$ cat src/rtl/shamt_sel_fifo.sv
// shamt_sel_fifo: shift-amount source mux feeding a small valid/ready FIFO.
// Holds a selected shift amount (plus an out-of-range flag) across the
// stall cycles between the control unit and the shifter.
module shamt_sel_fifo #(
  parameter int WIDTH     = 6,
  parameter int N_SRC     = 4,
  parameter int SEL_W     = 3,
  parameter int CONST_IDX = 1,
  parameter int CONST_VAL = 16,
  parameter int DEPTH     = 2
) (
  input  logic                     clk,
  input  logic                     reset,
  input  logic                     flush,
  input  logic                     in_valid,
  output logic                     in_ready,
  input  logic [SEL_W-1:0]         sel,
  input  logic [N_SRC*WIDTH-1:0]   data_in,
  output logic                     out_valid,
  input  logic                     out_ready,
  output logic [WIDTH-1:0]         data_out,
  output logic                     sel_err,
  output logic [$clog2(DEPTH):0]   count
);

  localparam int PW = $clog2(DEPTH);
  localparam int CW = PW + 1;

  typedef struct packed {
    logic             err;
    logic [WIDTH-1:0] val;
  } entry_t;

  logic [N_SRC-1:0][WIDTH-1:0] slots;
  entry_t                      sel_ent;
  entry_t                      mem [DEPTH];
  entry_t                      head;
  logic [PW-1:0]               wr_ptr;
  logic [PW-1:0]               rd_ptr;
  logic                        push;
  logic                        pop;

  // Unpack the flat operand bus into per-slot fields.
  for (genvar k = 0; k < N_SRC; k++) begin : g_slot
    assign slots[k] = data_in[k*WIDTH +: WIDTH];
  end

  // Source selection: constant slot, in-range slot, or slot 0 flagged as error.
  always_comb begin
    sel_ent.err = 1'b1;
    sel_ent.val = slots[0];
    for (int k = 0; k < N_SRC; k++) begin
      if ({1'b0, sel} == (SEL_W+1)'(k)) begin
        sel_ent.err = 1'b0;
        sel_ent.val = (k == CONST_IDX) ? WIDTH'(CONST_VAL) : slots[k];
      end
    end
  end

  // Handshakes; no bypass when full, so pop never frees a slot the same cycle.
  assign in_ready  = reset & (count < CW'(DEPTH));
  assign out_valid = (count != '0);
  assign push      = in_valid & in_ready;
  assign pop       = out_valid & out_ready;

  // Head entry, forced to zero when the queue is empty.
  assign head     = mem[rd_ptr];
  assign data_out = out_valid ? head.val : '0;
  assign sel_err  = out_valid & head.err;

  // Pointer/occupancy update; reset beats flush beats push/pop.
  always_ff @(posedge clk) begin
    if (!reset) begin
      wr_ptr <= '0;
      rd_ptr <= '0;
      count  <= '0;
    end else if (flush) begin
      wr_ptr <= '0;
      rd_ptr <= '0;
      count  <= '0;
    end else begin
      if (push) begin
        mem[wr_ptr] <= sel_ent;
        wr_ptr      <= wr_ptr + 1'b1;
      end
      if (pop) rd_ptr <= rd_ptr + 1'b1;
      count <= count + CW'(push) - CW'(pop);
    end
  end

endmodule

$ cat config.mk
export PLATFORM = sky130hd
export DESIGN_NAME = shamt_sel_fifo
export DESIGN_NICKNAME = d
export VERILOG_FILES = /design/src/rtl/shamt_sel_fifo.sv
export SDC_FILE = /design/constraint.sdc
export NUM_CORES = 1
export LEC_CHECK = 0
export CAP_MARGIN = 10
export CORE_UTILIZATION = 40
export DETAILED_ROUTE_END_ITERATION = 10
export HOLD_SLACK_MARGIN = 0.12
export PLACE_DENSITY = 0.78
export SKIP_LAST_GASP = 1
export SYNTH_ARGS = -nofsm -noshare
export SYNTH_HDL_FRONTEND = slang
export SYNTH_SLANG_ARGS = --single-unit
$ cat constraint.sdc
create_clock -name clk -period 2 [get_ports clk]
set_clock_uncertainty 0.1 [all_clocks]
set_input_delay 0.4 -clock clk [delete_from_list [all_inputs] [get_ports clk]]
set_output_delay 0.4 -clock clk [all_outputs]
set_load 0.03 [all_outputs]
==> results of run 1 <==
==> worst paths after layout <==
check	startpoint	end	slack (ns)	cells past startpoint
setup / recovery	reset	count[1]$_SDFF_PP0_	0.10	9
hold / removal	rd_ptr$_SDFFE_PP0P_	register	0.42	2
setup reg to reg	count[1]$_SDFF_PP0_	count[1]$_SDFF_PP0_	0.19	9
hold reg to reg	rd_ptr$_SDFFE_PP0P_	register	0.42	2
==> metrics by stage <==
| step | util [%] | TNS (ns) | hold slack [ns] |
|---|---|---|---|
| 3_3_place_gp | 61.9 | -0.143 | 0.386 |
| 2_1_floorplan | - | 0 | 0.372 |
| 3_5_place_dp | 61.9 | -0.212 | 0.399 |
| 4_1_cts | 63.0 | -0.0575 | 0.427 |
| 5_1_grt | 63.2 | 0 | 0.458 |
| 6_report | 63.2 | 0 | 0.421 |
==> cell type report <==
| cell class | instances | area share [%] |
|---|---|---|
| clock buffer | 4 | 1.90 |
| sequential | 19 | 37.7 |
| tap | 28 | 2.53 |
| inverter | 5 | 1.36 |
| multi-input combinational | 54 | 27.8 |
| timing repair buffer | 42 | 28.7 |
==> registers in the layout (all words and copies together) (netlist names), named ones only <==
| register | count |
|---|---|
| wr_ptr | 1 |
| count | 2 |
| rd_ptr | 1 |
| mem | 14 |
==> synthesized netlist by cell type (all sizes together) <==
cell / instances / area share, %
edfxtp: 14 / 45
nor2: 13 / 5.3
mux2i: 12 / 13
nand2: 6 / 2.7
o21ai: 6 / 3.6
dfxtp: 5 / 11
inv: 5 / 2.0
nor2b: 3 / 2.3
buf: 2 / 1.3
ha: 2 / 2.7
nand2b: 2 / 1.3
nor3: 2 / 1.1
xor2: 2 / 1.9
a211oi: 1 / 0.81
a21oi: 1 / 0.54
and2: 1 / 0.67
clkbuf: 1 / 0.40
nor3b: 1 / 1.3
o21bai: 1 / 2.0
xnor2: 1 / 0.94
==> kinds of logic after synthesis <==
kind of cell | count (synthesis) | share of synthesized area (%)
simple gates | 28 | 14.7
xor+xnor | 3 | 2.83
mux | 12 | 12.9
fa+ha+maj | 2 | 2.69
buf+inv | 8 | 3.77
compound gates | 9 | 7.01
flops | 19 | 56.1
==> worst max-delay path: cells and delay by family <==
family                   cells  cell delay, ns
AND/OR/NAND/NOR              4            0.51
buffers and inverters        2            0.53
XOR/XNOR                     1            0.15
adder cells (fa/ha/maj)      2            0.45
==> timing repair <==
item                       4_1_cts  5_1_grt
setup endpoints to repair        8        2
cloned                           0        0
pin swaps                        0        0
resized for setup               11        2
==> layer usage <==
layer | global-route usage, % | vias to the layer above | part of all wire, %
li1 | - | 365 | -
met1 | 18.1 | 332 | 41
met2 | 24.7 | 23 | 53
met3 | 2.12 | 2 | 4.2
met4 | 8.57 | 0 | 1.7
met5 | 0 | - | 0
==> where the power goes <==
part	total [mW]	leakage, nW	switching (mW)	internal, mW
Sequential	0.441	0.169	0.00592	0.435
Clock	0.186	0.0150	0.109	0.0776
Combinational	0.156	0.425	0.0708	0.0854
Total	0.784	0.609	0.185	0.598
==> impl_metrics.env, run 1 <==
export IMPL_outcome="completed"
export IMPL_port_buffers=36
export IMPL_routed_via_density=4.75
export IMPL_start_kind="input port"
export IMPL_pin_count=43
export IMPL_grt_max_degree=11
export IMPL_post_cts_setup_buffer_count=0
export IMPL_worstPathCellList="clkdlybuf4s50_1 > nor2b_4 > nand2_2 > ha_1 > inv_1 > ha_1 > xor2_1 > and2_1 > nor3_1"
export IMPL_drtIter0Drc=18
export IMPL_cap_viol_max_count=0
export IMPL_setup_ws_ns=0.104
export IMPL_ys_ff_latch=19
export IMPL_multi_input_comb_area_um2=385
export IMPL_overflow=0
export IMPL_layout_commonest_cell="clkdlybuf4s50_1"
export IMPL_cts_tree="yes"
export IMPL_drv_slew=0
export IMPL_grt_usage_pct=14.8
export IMPL_vias=722
export IMPL_grt_setup_unrepaired="no"
export IMPL_wl_per_cell_um=11.3
export IMPL_dp_slack_ns=-0.212
export IMPL_finalPower_mw=0.784
export IMPL_critPathKind="in2reg"
export IMPL_maxSlewHeadroom_pct=71.0
export IMPL_num_rows=17
export IMPL_power_leakage_nw=0.609
export IMPL_syn_inst=81
export IMPL_firstDrtPassIters=2
export IMPL_cts_max_level=1
export IMPL_cts_path_max_buffers=2
export IMPL_clk_pin_slew_worst_paths_ns=0.10
export IMPL_seqCellArea_um2=522
export IMPL_avgSynthCellArea_um2=11.5
export IMPL_nFillCells=179
export IMPL_max_freq_mhz=527
export IMPL_grt_pass1_vias=728
export IMPL_cp_common_cell="ha_1"
export IMPL_placed_cell_area_um2=1360
export IMPL_layout_nets=159
export IMPL_cp_arrival_ns=2.02
export IMPL_critPathRequiredTime_ns=2.13
export IMPL_crit_fanout=2
export IMPL_hpwlAfterDp_um=1400
export IMPL_gp_congestion=0.692
export IMPL_die_area_um2=2520
export IMPL_finalSetupViolations=0
export IMPL_layout_min_cycle_time_ns=1.90
export IMPL_insertion_delay_ns=0.29
export IMPL_yosysSeqAreaShare_pct=56.1
export IMPL_design_area_um2=1390
export IMPL_grt_pass1_wl_um=2840
export IMPL_crit_slowest_cell="clkdlybuf4s50_1"
export IMPL_power_per_cell_area_nw_per_um2=566
export IMPL_min_path_type="reg2reg"
export IMPL_antenna_cells=0
export IMPL_die_w_um=50.2
export IMPL_finalNonFillerCells=152
export IMPL_ys_types=24
export IMPL_antenna_found_initial=0
export IMPL_clock_sinks=19
export IMPL_cpPeakStageDelay_ns=0.49
export IMPL_area_growth_pct=49.2
export IMPL_initial_core_util_pct=42.4
export IMPL_peakVddDrop_uv=365
export IMPL_worst_pin_slew_ns=0.433
export IMPL_end_kind="register"
export IMPL_finalHoldViolCount=0
export IMPL_min_period_over_period_pct=94.8
export IMPL_drc_errors=0
export IMPL_drive_gt1_share_pct=13.7
export IMPL_totalWireLength_um=1720
export IMPL_hold_buffers=0
export IMPL_core_um2=2190
export IMPL_syn_area_um2=928
export IMPL_antenna_left=0
export IMPL_synth_fp_nets=115
export IMPL_final_cell_mix="clkdlybuf4s50_1 (25), edfxtp_1 (14), mux2i_1 (12), nor2_1 (12), dlygate4sd2_1 (8)"
export IMPL_fp_dieH_um=50.2
export IMPL_cts_inserted_buffers=3
export IMPL_yosys_warnings=0
export IMPL_root_buffer="clkbuf_4"
export IMPL_dp_cells=148
(Power assumes the default switching activity.)
==> inputs of run 2 (changes only) <==
==> constraint.sdc (replaced) <==
create_clock -name clk -period 2 [get_ports clk]
set_clock_uncertainty 0.1 [all_clocks]
set_input_delay 0.4 -clock clk [delete_from_list [all_inputs] [get_ports clk]]
set_output_delay 0.4 -clock clk [all_outputs]
set_load 0.1 [all_outputs]
==> run 2 against run 1 <==
Compared with the run above: sequential power about the same; non-clock buffer count unchanged; first-iteration DRC count down 22%; wire length up 10%; critical path depth unchanged; via count up 4.2%; register-to-register slack better by 0.09 ns; critical endpoint unchanged.
==> impl_metrics.env, run 2 (synthesis results as in run 1) <==
export IMPL_crit_buf_inv=2
export IMPL_reg2reg_from="count[1]$_SDFF_PP0_"
export IMPL_critPathRequiredTime_ns=2.11
export IMPL_drv_slew=0
export IMPL_antenna_left=0
export IMPL_worst_pin_slew_ns=0.434
export IMPL_min_path_type="reg2reg"
export IMPL_cpPeakStageDelay_ns=0.48
export IMPL_crit_family="buffers and inverters"
export IMPL_layout_nets=159
export IMPL_initial_core_util_pct=42.4
export IMPL_critPathKind="in2reg"
export IMPL_maxSlewHeadroom_pct=71.0
export IMPL_grt_usage_pct=16.3
export IMPL_cp_arrival_ns=2.02
export IMPL_die_w_um=50.2
export IMPL_min_from="rd_ptr$_SDFFE_PP0P_"
export IMPL_dp_cells=148
export IMPL_min_period_over_period_pct=95.7
export IMPL_drc_errors=0
export IMPL_insertion_delay_ns=0.28
export IMPL_peakVddDrop_uv=359
export IMPL_pwr_share_seq_pct=50.1
export IMPL_post_cts_setup_buffer_count=0
export IMPL_drive_gt1_share_pct=29.8
export IMPL_crit_fanout=2
export IMPL_drtIter0Drc=14
export IMPL_power_internal_mw=0.626
export IMPL_layout_commonest_cell="clkdlybuf4s50_1"
export IMPL_design_area_um2=1560
export IMPL_nFillCells=154
export IMPL_cp_common_cell="ha_1"
export IMPL_die_area_um2=2520
export IMPL_whs_path_depth=2
export IMPL_end_kind="register"
export IMPL_clock_sinks=19
export IMPL_finalHoldViolCount=0
export IMPL_finalPower_mw=0.882
export IMPL_reg_top3="mem (14), count (2)"
export IMPL_core_um2=2190
export IMPL_pin_count=43
export IMPL_cts_path_max_buffers=2
export IMPL_start_kind="input port"
export IMPL_power_leakage_nw=0.591
export IMPL_switching_share_pct=29.0
export IMPL_reg2reg_slack_ns=0.28
export IMPL_power_per_cell_area_nw_per_um2=566
export IMPL_placed_cell_area_um2=1530
export IMPL_hpwlAfterDp_um=1520
export IMPL_netSwitchingPower_mw=0.256
export IMPL_grt_setup_unrepaired="no"
export IMPL_clk_pin_slew_worst_paths_ns=0.10
export IMPL_gp_congestion=0.695
export IMPL_antenna_cells=0
export IMPL_layout_min_cycle_time_ns=1.91
export IMPL_grt_pass1_wl_um=3060
export IMPL_routed_via_density=4.95
export IMPL_combinationalPowerShare_pct=28.9
export IMPL_cts_tree="yes"
export IMPL_regMostFlops="mem"
export IMPL_worstPathCellList="clkdlybuf4s50_1 > nor2b_4 > nand2_2 > ha_1 > inv_1 > ha_1 > xor2_1 > and2_1 > nor3_1"
export IMPL_finalSetupViolations=0
export IMPL_grt_max_degree=12
export IMPL_finalNonFillerCells=152
export IMPL_largest_register_ffs=14
export IMPL_cts_max_level=1
export IMPL_totalWireLength_um=1900
export IMPL_firstDrtPassIters=4
export IMPL_fp_dieH_um=50.2
export IMPL_cts_inserted_buffers=3
export IMPL_cap_viol_max_count=0
export IMPL_overflow=0
export IMPL_max_freq_mhz=522
export IMPL_rr_worst_depth=8
export IMPL_area_growth_pct=67.7
export IMPL_port_buffers=36
export IMPL_num_rows=17
export IMPL_final_cell_mix="clkdlybuf4s50_1 (25), edfxtp_1 (14), mux2i_1 (12), buf_12 (11), nor2_4 (7)"
export IMPL_grt_pass1_vias=738
export IMPL_wl_per_cell_um=12.5
export IMPL_p_clk_share_pct=21.0
export IMPL_crit_slowest_cell="clkdlybuf4s50_1"
export IMPL_vias=752
export IMPL_root_buffer="clkbuf_4"
export IMPL_reg2reg_to="count[1]$_SDFF_PP0_"
export IMPL_outcome="completed"
export IMPL_antenna_found_initial=0
[run 2: cell count changes in the layout (fill, tap and decap cells not counted), sizes merged]
cell	previous run	this run
dlygate4sd2	8	0
buf	7	17
dlymetal6s2s	2	0
clkbuf	4	3
clkinv	0	1
[run 2: repair_timing]
action / 4_1_cts / 5_1_grt
gates resized for setup: 0 / 1
hold endpoints to repair: 0 / 0
setup endpoints to repair: 0 / 7
hold buffers: 0 / 0
[run 2: worst reg2reg max path, stage by stage (launching register included)]
cell and delay [ns]:
dfxtp_4 0.40, o21ai_2 0.16, inv_1 0.06, ha_1 0.29, inv_1 0.05, ha_1 0.18, xor2_1 0.15, and2_1 0.15
nor3_1 0.12
[run 2: routing by layer]
metal / track usage (%) / wire [um]
met1: 17.8 / 715
met2: 30.9 / 1080
met3: 2.12 / 79
met4: 6.67 / 19
met5: 0 / 0
[run 2: how the worst max path moves through the flow]
stage / depth (start not counted) / start / slack (ns) / end
final: 9 / reset / 0.09 / count[1]$_SDFF_PP0_
after global routing: 9 / reset / 0.02 / count[1]$_SDFF_PP0_
after CTS: 3 / register / 0.03 / data_out[5]
after floorplan: 2 / count[0]$_SDFF_PP0_ / -0.22 / out_valid
after detailed placement: 9 / reset / -0.22 / count[1]$_SDFF_PP0_
after global placement: 9 / reset / -0.15 / count[1]$_SDFF_PP0_
[run 2: per-stage QoR]
| stage | worst slack [ns] | hold slack [ns] | TNS [ns] | utilization, % |
|---|---|---|---|---|
| 2_1_floorplan | -0.217 | 0.372 | -1.90 | - |
| 3_3_place_gp | -0.149 | 0.387 | -0.149 | 69.7 |
| 3_5_place_dp | -0.220 | 0.400 | -0.279 | 69.7 |
| 4_1_cts | 0.0281 | 0.427 | 0 | 71.0 |
| 5_1_grt | 0.0196 | 0.479 | 0 | 71.0 |
| 6_report | 0.0850 | 0.423 | 0 | 71.0 |
[run 2: layout make-up]
type                    count  area, um2  area share (%)
flip-flops and latches     19        527            33.8
clock buffers               3       22.5            1.45
repair buffers             42        515            33.1
multi-input cells          54        433            27.8
well taps                  28       35.0            2.25
clock inverters             1       5.00           0.322
inverters                   5       18.8            1.21
[run 2: power by group through the flow]
stage / Combinational [mW] / Sequential, mW / Clock [mW]
CTS: 0.256 / 0.442 / 0.186
global route: 0.267 / 0.443 / 0.196
detailed placement: 0.255 / 0.451 / 0
global placement: 0.249 / 0.450 / 0
floorplan: 0.130 / 0.459 / 0
finish: 0.254 / 0.442 / 0.185
==> inputs of run 3 (changes only) <==
==> constraint.sdc (replaced) <==
create_clock -name clk -period 1.96 [get_ports clk]
set_clock_uncertainty 0.1 [all_clocks]
set_input_delay 0.392 -clock clk [delete_from_list [all_inputs] [get_ports clk]]
set_output_delay 0.392 -clock clk [all_outputs]
set_load 0.1 [all_outputs]
==> run 3 against run 2 <==
Compared with the run above: non-clock buffer count unchanged; wire length up 0.37%; largest cell class unchanged; critical path depth is 6 lower; first-iteration DRC count shrank 7.1%; critical endpoint is now data_out[1]; sequential share of layout area up 0.052 points; final cell count unchanged; combinational power up 2%.
==> impl_metrics.env, run 3 (synthesis results as in run 1) <==
export IMPL_area_growth_pct=68.2
export IMPL_grt_pass1_wl_um=3090
export IMPL_clk_pin_slew_worst_paths_ns=0.10
export IMPL_grt_pass1_vias=724
export IMPL_combinationalPowerShare_pct=28.7
export IMPL_p_clk_share_pct=21.2
export IMPL_worst_pin_slew_ns=0.442
export IMPL_drtIter0Drc=13
export IMPL_grt_usage_pct=16.9
export IMPL_finalHoldViolCount=0
export IMPL_min_from="reset"
export IMPL_antenna_cells=0
export IMPL_finalSetupViolations=0
export IMPL_overflow=0
export IMPL_utilization_pct=71.3
export IMPL_power_per_cell_area_nw_per_um2=576
export IMPL_outcome="completed"
export IMPL_hold_buffers=0
export IMPL_regMostFlops="mem"
export IMPL_pin_count=43
export IMPL_cts_path_max_buffers=2
export IMPL_start_kind="register"
export IMPL_cts_max_level=1
export IMPL_fp_dieH_um=50.2
export IMPL_nFillCells=155
export IMPL_drv_slew=0
export IMPL_root_buffer="clkbuf_4"
export IMPL_critPathKind="reg2out"
export IMPL_core_um2=2190
export IMPL_final_cell_mix="clkdlybuf4s50_1 (24), edfxtp_1 (14), mux2i_1 (12), buf_12 (11), nor2_4 (7)"
export IMPL_layout_commonest_cell="clkdlybuf4s50_1"
export IMPL_antenna_found_initial=0
export IMPL_vias=727
export IMPL_cp_arrival_ns=1.32
export IMPL_die_w_um=50.2
export IMPL_peakVddDrop_uv=368
export IMPL_power_leakage_nw=0.601
export IMPL_end_kind="output port"
export IMPL_insertion_delay_ns=0.29
export IMPL_num_rows=17
export IMPL_min_period_over_period_pct=92.5
export IMPL_cts_tree="yes"
export IMPL_cts_inserted_buffers=3
export IMPL_initial_core_util_pct=42.4
export IMPL_reg2reg_slack_ns=0.24
export IMPL_netSwitchingPower_mw=0.262
export IMPL_antenna_left=0
export IMPL_layout_min_cycle_time_ns=1.81
export IMPL_firstDrtPassIters=3
export IMPL_die_area_um2=2520
export IMPL_min_path_type="in2reg"
export IMPL_wl_per_cell_um=12.5
export IMPL_max_freq_mhz=552
export IMPL_clock_sinks=19
export IMPL_reg2reg_to="count[1]$_SDFF_PP0_"
export IMPL_cap_viol_max_count=0
export IMPL_reg2reg_from="count[1]$_SDFF_PP0_"
export IMPL_rr_worst_depth=8
export IMPL_setup_tns_ns=0
export IMPL_layout_nets=159
export IMPL_grt_max_degree=12
export IMPL_whs_path_depth=3
export IMPL_power_internal_mw=0.637
export IMPL_reg_top3="mem (14), count (2)"
export IMPL_maxSlewHeadroom_pct=70.5
export IMPL_switching_share_pct=29.2
export IMPL_drc_errors=0
export IMPL_totalWireLength_um=1910
export IMPL_routed_via_density=4.78
export IMPL_grt_setup_unrepaired="no"
export IMPL_largest_register_ffs=14
export IMPL_pwr_share_seq_pct=50.1
export IMPL_whs_endpoint="rd_ptr$_SDFFE_PP0P_"
export IMPL_critPathRequiredTime_ns=1.47
export IMPL_drive_gt1_share_pct=29.8
export IMPL_port_buffers=36
export IMPL_crit_fanout=7
export IMPL_gp_congestion=0.632
[run 3: cell types whose count changed in the layout (fill, tap and decap cells not counted), sizes merged]
cell / delta
clkdlybuf4s50: -1
dlymetal6s2s: +1
[run 3: critical path: stages (launching register included)]
cell,delay [ns]
dfxtp_2,0.46
mux2i_1,0.32
nor2_4,0.07
buf_12,0.17
[run 3: worst max-delay path by stage]
| stage | endpoint | slack [ns] | start | cells past startpoint |
|---|---|---|---|---|
| floorplan | count[1]$_SDFF_PP0_ | -0.25 | count[1]$_SDFF_PP0_ | 8 |
| global placement | count[1]$_SDFF_PP0_ | -0.17 | reset | 9 |
| detailed placement | count[1]$_SDFF_PP0_ | -0.24 | reset | 9 |
| CTS | count[1]$_SDFF_PP0_ | 0.06 | reset | 9 |
| global route | data_out[1] | 0.07 | register | 3 |
| finish | data_out[1] | 0.15 | register | 3 |
[run 3: power groups by stage]
stage | logic (mW) | registers (mW) | clock network (mW)
2_1_floorplan | 0.133 | 0.468 | 0
3_3_place_gp | 0.252 | 0.459 | 0
3_5_place_dp | 0.259 | 0.460 | 0
4_1_cts | 0.260 | 0.451 | 0.191
5_1_grt | 0.271 | 0.452 | 0.211
6_report | 0.258 | 0.451 | 0.191
[run 3: what timing repair did]
item / 4_1_cts / 5_1_grt
buffers inserted: 0 / 0
endpoints found under the setup margin: 3 / 1
gates resized for setup: 1 / 1
[run 3: stage by stage]
step | total power, mW | setup WS [ns] | cells | area (um2) | hold WS (ns)
5_1_grt | 0.934 | 0.0670 | 152 | 1560 | 0.413
3_3_place_gp | 0.711 | -0.168 | 148 | 1530 | 0.386
6_report | 0.900 | 0.147 | 152 | 1560 | 0.392
2_1_floorplan | 0.600 | -0.254 | 81 | 996 | 0.372
4_1_cts | 0.902 | 0.0601 | 152 | 1560 | 0.423
3_5_place_dp | 0.719 | -0.241 | 148 | 1530 | 0.394
[run 3: layout make-up]
cell class | count | area, um2 | share of cell area (%)
tap | 28 | 35.0 | 2.24
multi-input combinational | 54 | 433 | 27.7
clock inverter | 1 | 5.00 | 0.321
timing repair buffer | 42 | 518 | 33.2
clock buffer | 3 | 22.5 | 1.44
sequential | 19 | 529 | 33.9
inverter | 5 | 18.8 | 1.20
[run 3: routing by layer]
| layer | wire length (um) | part of all wire [%] | track usage, % |
|---|---|---|---|
| met1 | 787 | 41 | 18.4 |
| met2 | 1060 | 55 | 32.2 |
| met3 | 46 | 2.4 | 0.909 |
| met4 | 14 | 0.73 | 8.57 |
| met5 | 0 | 0 | 0 |
